File: src/rtl/hilo_muldiv.sv
// hilo_muldiv: multi-cycle multiply/divide unit owning the HI/LO registers.
// One multiplier/quotient bit per cycle: IDLE -> RUN (32 cycles) -> FIX -> IDLE.
// Optional feature macro: MULDIV_DIV_EN enables DIV/DIVU; without it only
// MULT/MULTU are accepted and divide issues are ignored.
module hilo_muldiv #(
    parameter int unsigned WIDTH = 32
) (
    input  logic             clk,
    input  logic             rst,
    input  logic             start,
    input  logic [1:0]       op,
    input  logic [WIDTH-1:0] a,
    input  logic [WIDTH-1:0] b,
    input  logic             hi_we,
    input  logic             lo_we,
    input  logic [WIDTH-1:0] wdata,
    output logic             busy,
    output logic             done,
    output logic [WIDTH-1:0] hi,
    output logic [WIDTH-1:0] lo
);

    localparam int unsigned CW = $clog2(WIDTH);
    localparam int unsigned AW = 2 * WIDTH;

    typedef enum logic [1:0] {IDLE, RUN, FIX} state_t;

    state_t          state;
    logic [WIDTH-1:0] ma, mb;
    logic [AW-1:0]    acc;
    logic [CW-1:0]    count;
    logic             neg_q;

    logic             sgn_op;
    logic             accept;
    logic [WIDTH-1:0] abs_a, abs_b;
    logic [AW-1:0]    mul_next;
    logic [AW-1:0]    prod_fix;

`ifdef MULDIV_DIV_EN
    logic             is_div;
    logic             neg_r;
    logic             bzero;
    logic [WIDTH:0]   trial;
    logic [WIDTH:0]   diff;
    logic             ge;
    logic [WIDTH-1:0] rem_next;
    logic [WIDTH-1:0] quot_next;
    logic [WIDTH-1:0] quot_fix;
    logic [WIDTH-1:0] rem_fix;
`endif

    // Issue decode, magnitudes, and per-cycle datapath steps
    always_comb begin
        sgn_op   = ~op[0];
`ifdef MULDIV_DIV_EN
        accept   = start && (state == IDLE);
`else
        accept   = start && (state == IDLE) && !op[1];
`endif
        abs_a    = (sgn_op && a[WIDTH-1]) ? (~a + WIDTH'(1)) : a;
        abs_b    = (sgn_op && b[WIDTH-1]) ? (~b + WIDTH'(1)) : b;
        mul_next = {acc[AW-2:0], 1'b0} + (mb[count] ? {WIDTH'(0), ma} : AW'(0));
        prod_fix = neg_q ? (~acc + AW'(1)) : acc;
`ifdef MULDIV_DIV_EN
        trial     = {acc[AW-1:WIDTH], ma[count]};
        diff      = trial - {1'b0, mb};
        ge        = (trial >= {1'b0, mb});
        rem_next  = ge ? diff[WIDTH-1:0] : trial[WIDTH-1:0];
        quot_next = acc[WIDTH-1:0] | (WIDTH'(ge) << count);
        quot_fix  = bzero ? {WIDTH{1'b1}}
                  : (neg_q ? (~acc[WIDTH-1:0] + WIDTH'(1)) : acc[WIDTH-1:0]);
        rem_fix   = neg_r ? (~acc[AW-1:WIDTH] + WIDTH'(1)) : acc[AW-1:WIDTH];
`endif
    end

    // Sequencer, accumulator and architectural HI/LO registers
    always_ff @(posedge clk) begin
        if (rst) begin
            state <= IDLE;
            busy  <= 1'b0;
            done  <= 1'b0;
            hi    <= '0;
            lo    <= '0;
            ma    <= '0;
            mb    <= '0;
            acc   <= '0;
            count <= '0;
            neg_q <= 1'b0;
`ifdef MULDIV_DIV_EN
            is_div <= 1'b0;
            neg_r  <= 1'b0;
            bzero  <= 1'b0;
`endif
        end else begin
            done <= 1'b0;
            case (state)
                IDLE: begin
                    if (hi_we) hi <= wdata;
                    if (lo_we) lo <= wdata;
                    if (accept) begin
                        ma    <= abs_a;
                        mb    <= abs_b;
                        acc   <= '0;
                        count <= CW'(WIDTH - 1);
                        neg_q <= sgn_op && (a[WIDTH-1] ^ b[WIDTH-1]);
                        busy  <= 1'b1;
                        state <= RUN;
`ifdef MULDIV_DIV_EN
                        is_div <= op[1];
                        neg_r  <= sgn_op && a[WIDTH-1];
                        bzero  <= (b == '0);
`endif
                    end
                end
                RUN: begin
`ifdef MULDIV_DIV_EN
                    if (is_div) acc <= {rem_next, quot_next};
                    else        acc <= mul_next;
`else
                    acc <= mul_next;
`endif
                    if (count == '0) state <= FIX;
                    else             count <= count - CW'(1);
                end
                FIX: begin
`ifdef MULDIV_DIV_EN
                    if (is_div) begin
                        hi <= rem_fix;
                        lo <= quot_fix;
                    end else begin
                        hi <= prod_fix[AW-1:WIDTH];
                        lo <= prod_fix[WIDTH-1:0];
                    end
`else
                    hi <= prod_fix[AW-1:WIDTH];
                    lo <= prod_fix[WIDTH-1:0];
`endif
                    done  <= 1'b1;
                    busy  <= 1'b0;
                    state <= IDLE;
                end
                default: state <= IDLE;
            endcase
        end
    end

endmodule

File: config.mk
export PLATFORM = sky130hd
export DESIGN_NAME = hilo_muldiv
export DESIGN_NICKNAME = d
export VERILOG_FILES = /design/src/rtl/hilo_muldiv.sv
export SDC_FILE = /design/constraint.sdc
export NUM_CORES = 1
export LEC_CHECK = 0
export CORE_ASPECT_RATIO = 0.9
export CORE_MARGIN = 2
export CORE_UTILIZATION = 50
export DETAILED_ROUTE_END_ITERATION = 8
export PLACE_DENSITY_LB_ADDON = 0.15
export SETUP_SLACK_MARGIN = 0.5
export SYNTH_ARGS = -nofsm -noshare
export SYNTH_HDL_FRONTEND = slang
export SYNTH_SLANG_ARGS = --single-unit
File: constraint.sdc
create_clock -name clk -period 13.47 [get_ports clk]
set_input_delay 2.694 -clock clk [delete_from_list [all_inputs] [get_ports clk]]
set_output_delay 2.694 -clock clk [all_outputs]
set_load 0.005 [all_outputs]
==> tab_implementation.tex <==
\begin{tabular}{lr}
\hline
Metric & Value \\
\hline
\multicolumn{2}{l}{\textbf{Floorplanning}} \\
Height of the die & 155.4 microns \\
Chip width & 172.2 microns \\
Core Box Area & 25120 sq um \\
Ports placed on the boundary & 169 \\
Die area & 26760 sq um \\
Std cell rows & 55 \\
Effective utilization at floorplan & 0.5068 \\
\multicolumn{2}{l}{\textbf{Clock tree}} \\
Count of clock tree sinks & 202 \\
Clock-pin slew on the worst setup and hold paths & 60 ps \\
Max clock buf depth & 3 \\
Master cell of the clock root buffer & sky130\_fd\_sc\_hd\_\_clkbuf\_16 \\
Clock buffers created by TritonCTS & 23 \\
Post-cts repair resize count & 0 \\
Post-cts hold buffer count & 0 \\
TritonCTS clock tree & built \\
Clock latency at the later pin of the worst-skew pair & 510 ps \\
Maximum level of the CTS H-tree & 1 \\
Post-CTS repair timing setup buffer count & 0 \\
\multicolumn{2}{l}{\textbf{Timing}} \\
Hold violation count in the final report & 0 \\
Measured slew at the worst slew-check pin & 1110 ps \\
Max transition margin & 0.2600 \\
Final-report setup violation count & 0 \\
Final count of pins violating max slew & 0 \\
Crit share post-route & 0.4051 \\
Achievable Freq & 0.1833 GHz \\
Post-layout worst setup margin & 8013 ps \\
Final hold slack & 454.6 ps \\
RSZ-0062 raised after global routing & no \\
Time the worst path needs with I/O delays and setup & 5457 ps \\
Fin Setup TNS & 0 ps \\
Clock skew after layout & 9.978 ps \\
\multicolumn{2}{l}{\textbf{Global routing}} \\
Via count of the first global-routing pass & 10900 \\
Global route total overflow & 0 \\
Antenna violations before repair & 0 \\
Pin count of the biggest net entering global routing & 97 \\
Aggregate global-route resource usage & 0.2676 \\
Wire length of the first global-routing pass & 58150 microns \\
\multicolumn{2}{l}{\textbf{Drt}} \\
Post-detailed-route wirelength per cell & 17.70 microns \\
Initial DRT Pass Iterations & 8 \\
Post-Route WL & 36850 microns \\
DRC & 0 \\
Vias per cell & 5.860 \\
Detailed Route Iter0 Violations & 1287 \\
Post-route ant nets & 0 \\
Routed via count & 12201 \\
\multicolumn{2}{l}{\textbf{Power}} \\
Total power per unit cell area & 103.2 nW/um\^{}2 \\
Post-layout power & 1.576 mW \\
Worst IR drop on VDD & 73.98 uV \\
Leakage & 5.606 nW \\
\multicolumn{2}{l}{\textbf{Placement}} \\
Post-placement cell count & 2042 \\
Placed standard-cell area & 14490 sq um \\
Count of input and output buffers & 168 \\
Gpl congestion & 0.8847 \\
Placement-stage worst setup slack & 7658 ps \\
Final HPWL from detailed placement & 27510 microns \\
\multicolumn{2}{l}{\textbf{Yosys}} \\
Share of the yosys chip area belonging to registers & 0.3176 \\
Synthesis-stage register bit count & 202 \\
Library cell with the highest instance count after synthesis & sky130\_fd\_sc\_hd\_\_dfxtp\_1 \\
Most frequently used flop master after synthesis & sky130\_fd\_sc\_hd\_\_dfxtp\_1 \\
Count of synthesis-stage warnings from yosys & 0 \\
Netlist area before placement & 12730 sq um \\
EDFF count, synth & 0 \\
Share of Yosys cell area claimed by the top area cell type & 0.3176 \\
Fraction of synthesis flops using an asynchronous set or reset pin & 0 \\
Post-synth top cells & sky130\_fd\_sc\_hd\_\_dfxtp\_1 (202), sky130\_fd\_sc\_hd\_\_nor2\_1 (190), sky130\_fd\_sc\_hd\_\_nand2\_1 (157), sky130\_fd\_sc\_hd\_\_a21oi\_1 (138), sky130\_fd\_sc\_hd\_\_clkbuf\_1 (113) \\
Avg Inst Size Synth & 7.749 sq um \\
Synth unique cells & 67 \\
Post-Syn Nets & 1783 \\
Cell types occupying the most area after synthesis & sky130\_fd\_sc\_hd\_\_dfxtp\_1 (32\%), sky130\_fd\_sc\_hd\_\_xor2\_1 (6.2\%), sky130\_fd\_sc\_hd\_\_a211oi\_1 (5.8\%) \\
Leading area contributor after synthesis & sky130\_fd\_sc\_hd\_\_dfxtp\_1 \\
Post-synthesis cell count & 1643 \\
\multicolumn{2}{l}{\textbf{Setup path}} \\
Cells on worst reg2reg path & 15 \\
Biggest fanout along the worst timing path & 32 \\
Critical path start-end classification & reg -> reg \\
CP Launch Type & flip-flop \\
Worst reg2reg path endpoint & acc[38]\$\_SDFFE\_PP0P\_ \\
Worst path required time & 13850 ps \\
Worst-case register-to-register setup slack & 8010 ps \\
Arr. time, crit path & 5840 ps \\
Crit path from & count[0]\$\_SDFFE\_PP0P\_ \\
Endpoint kind of the worst setup timing path & flip-flop \\
RR Startpoint & count[0]\$\_SDFFE\_PP0P\_ \\
\multicolumn{2}{l}{\textbf{Finish}} \\
Layout cells sized above 1 & 0.05000 \\
Area grow syn2layout & 19.96\% \\
Final net count & 1865 \\
Number of cells in the finished layout apart from fillers & 2082 \\
Number of antenna diodes & 0 \\
Finished layout cell area & 15270 sq um \\
Layout Utilization & 0.6080 \\
\multicolumn{2}{l}{\textbf{Worst hold path}} \\
Terminating pin of the worst hold path & ma[16]\$\_SDFFE\_PP0P\_ \\
Min-Delay Path Class & reg -> reg \\
Worst Min Path Start & ma[16]\$\_SDFFE\_PP0P\_ \\
Instance count along the most critical hold path & 2 \\
\multicolumn{2}{l}{\textbf{Run}} \\
Max-capacitance violation count & 0 \\
\multicolumn{2}{l}{\textbf{Outcome}} \\
Result of the run & complete, no violations \\
\hline
\end{tabular}
-- registers in the layout (all words and copies together) (netlist names) --
register and flops:
acc 64, busy 1, count 5, done 1, hi 32, lo 32
ma 32, mb 32, neg_q 1, state 2
-- cells in the final DEF (no fill, tap or decap), drive strengths merged, types with 5 or more instances in the layout --
master and instances:
nor4 15, o211ai 5, or4 21, xor2 90, a211oi 99, o41ai 22, nand2 157, nand4 9
a21oi 138, o31ai 25, a2111oi 6, nor3 34, or3 28, and3 13, o21ai 109, nor2b 38
nand2b 10, nor3b 5, clkbuf 36, o21a 7, a21o 22, or2 9, o22ai 8, a311oi 13
mux4 10, dfxtp 202, inv 24, and2 5, nor2 190, nand3 39, ha 36, clkdlybuf4s50 167
xnor2 78, buf 16, a31oi 7
-- area by class of cell --
cell class,instances,area (sq um)
fillers,2323,9846
multi-input cells,1291,8139
flip-flops and latches,202,4045
repair buffers,183,1792
clock buffers,36,704.4
well taps,342,427.9
inverters,24,90.09
clock inverters,4,73.82
-- critical path, stage by stage (launching register included) --
cell and delay [ps]:
sky130_fd_sc_hd__dfxtp_1 700, sky130_fd_sc_hd__mux4_2 580, sky130_fd_sc_hd__mux4_2 500, sky130_fd_sc_hd__mux2i_2 170
sky130_fd_sc_hd__buf_4 330, sky130_fd_sc_hd__nor2b_1 110, sky130_fd_sc_hd__ha_1 350, sky130_fd_sc_hd__a21o_1 180
sky130_fd_sc_hd__a21oi_1 190, sky130_fd_sc_hd__a21oi_1 110, sky130_fd_sc_hd__o21ai_0 600, sky130_fd_sc_hd__o41ai_1 240
sky130_fd_sc_hd__a21oi_1 760, sky130_fd_sc_hd__and3b_1 280, sky130_fd_sc_hd__xnor2_1 130, sky130_fd_sc_hd__o21ai_0 80
-- report_power, final --
part | switching, mW | total (mW) | leakage [nW] | internal (mW)
clock | 0.251 | 0.646 | 0.383 | 0.395
sequential | 0.0291 | 0.661 | 1.65 | 0.632
combinational | 0.141 | 0.268 | 3.57 | 0.127
total | 0.421 | 1.58 | 5.61 | 1.15
-- layer usage --
metal	share of wire	GRT usage	vias to the layer above
met3	0.073	0.04045	49
li1	-	-	6096
met2	0.42	0.4060	447
met1	0.48	0.3977	5609
met5	0	0	-
met4	0.023	0.06403	0
-- cells by family (layout without fill, tap and decap cells) --
kind of cell             Yosys count  count (layout)  share of synthesized area
AND/OR/NAND/NOR                  583             583                     0.2188
AO/OA/AOI/OAI                    490             490                     0.2461
flip-flops                       202             202                     0.3176
XOR/XNOR                         168             168                     0.1156
buffers and inverters            150             247                    0.04482
adder cells (fa/ha/maj)           37              37                    0.03695
multiplexers                      13              13                    0.02015
-- worst max path at each step --
| stage | cells after the start | slack, ps | endpoint |
|---|---|---|---|
| finish | 15 | 8010 | acc[38]$_SDFFE_PP0P_ |
| global route | 15 | 7650 | acc[54]$_SDFFE_PP0P_ |
| CTS | 15 | 8080 | acc[38]$_SDFFE_PP0P_ |
| detailed placement | 10 | 7660 | mb[29]$_SDFFE_PP0P_ |
| global placement | 10 | 7730 | mb[29]$_SDFFE_PP0P_ |
| floorplan | 18 | 8400 | acc[53]$_SDFFE_PP0P_ |
Note: power is estimated with default switching activity, not from simulation.
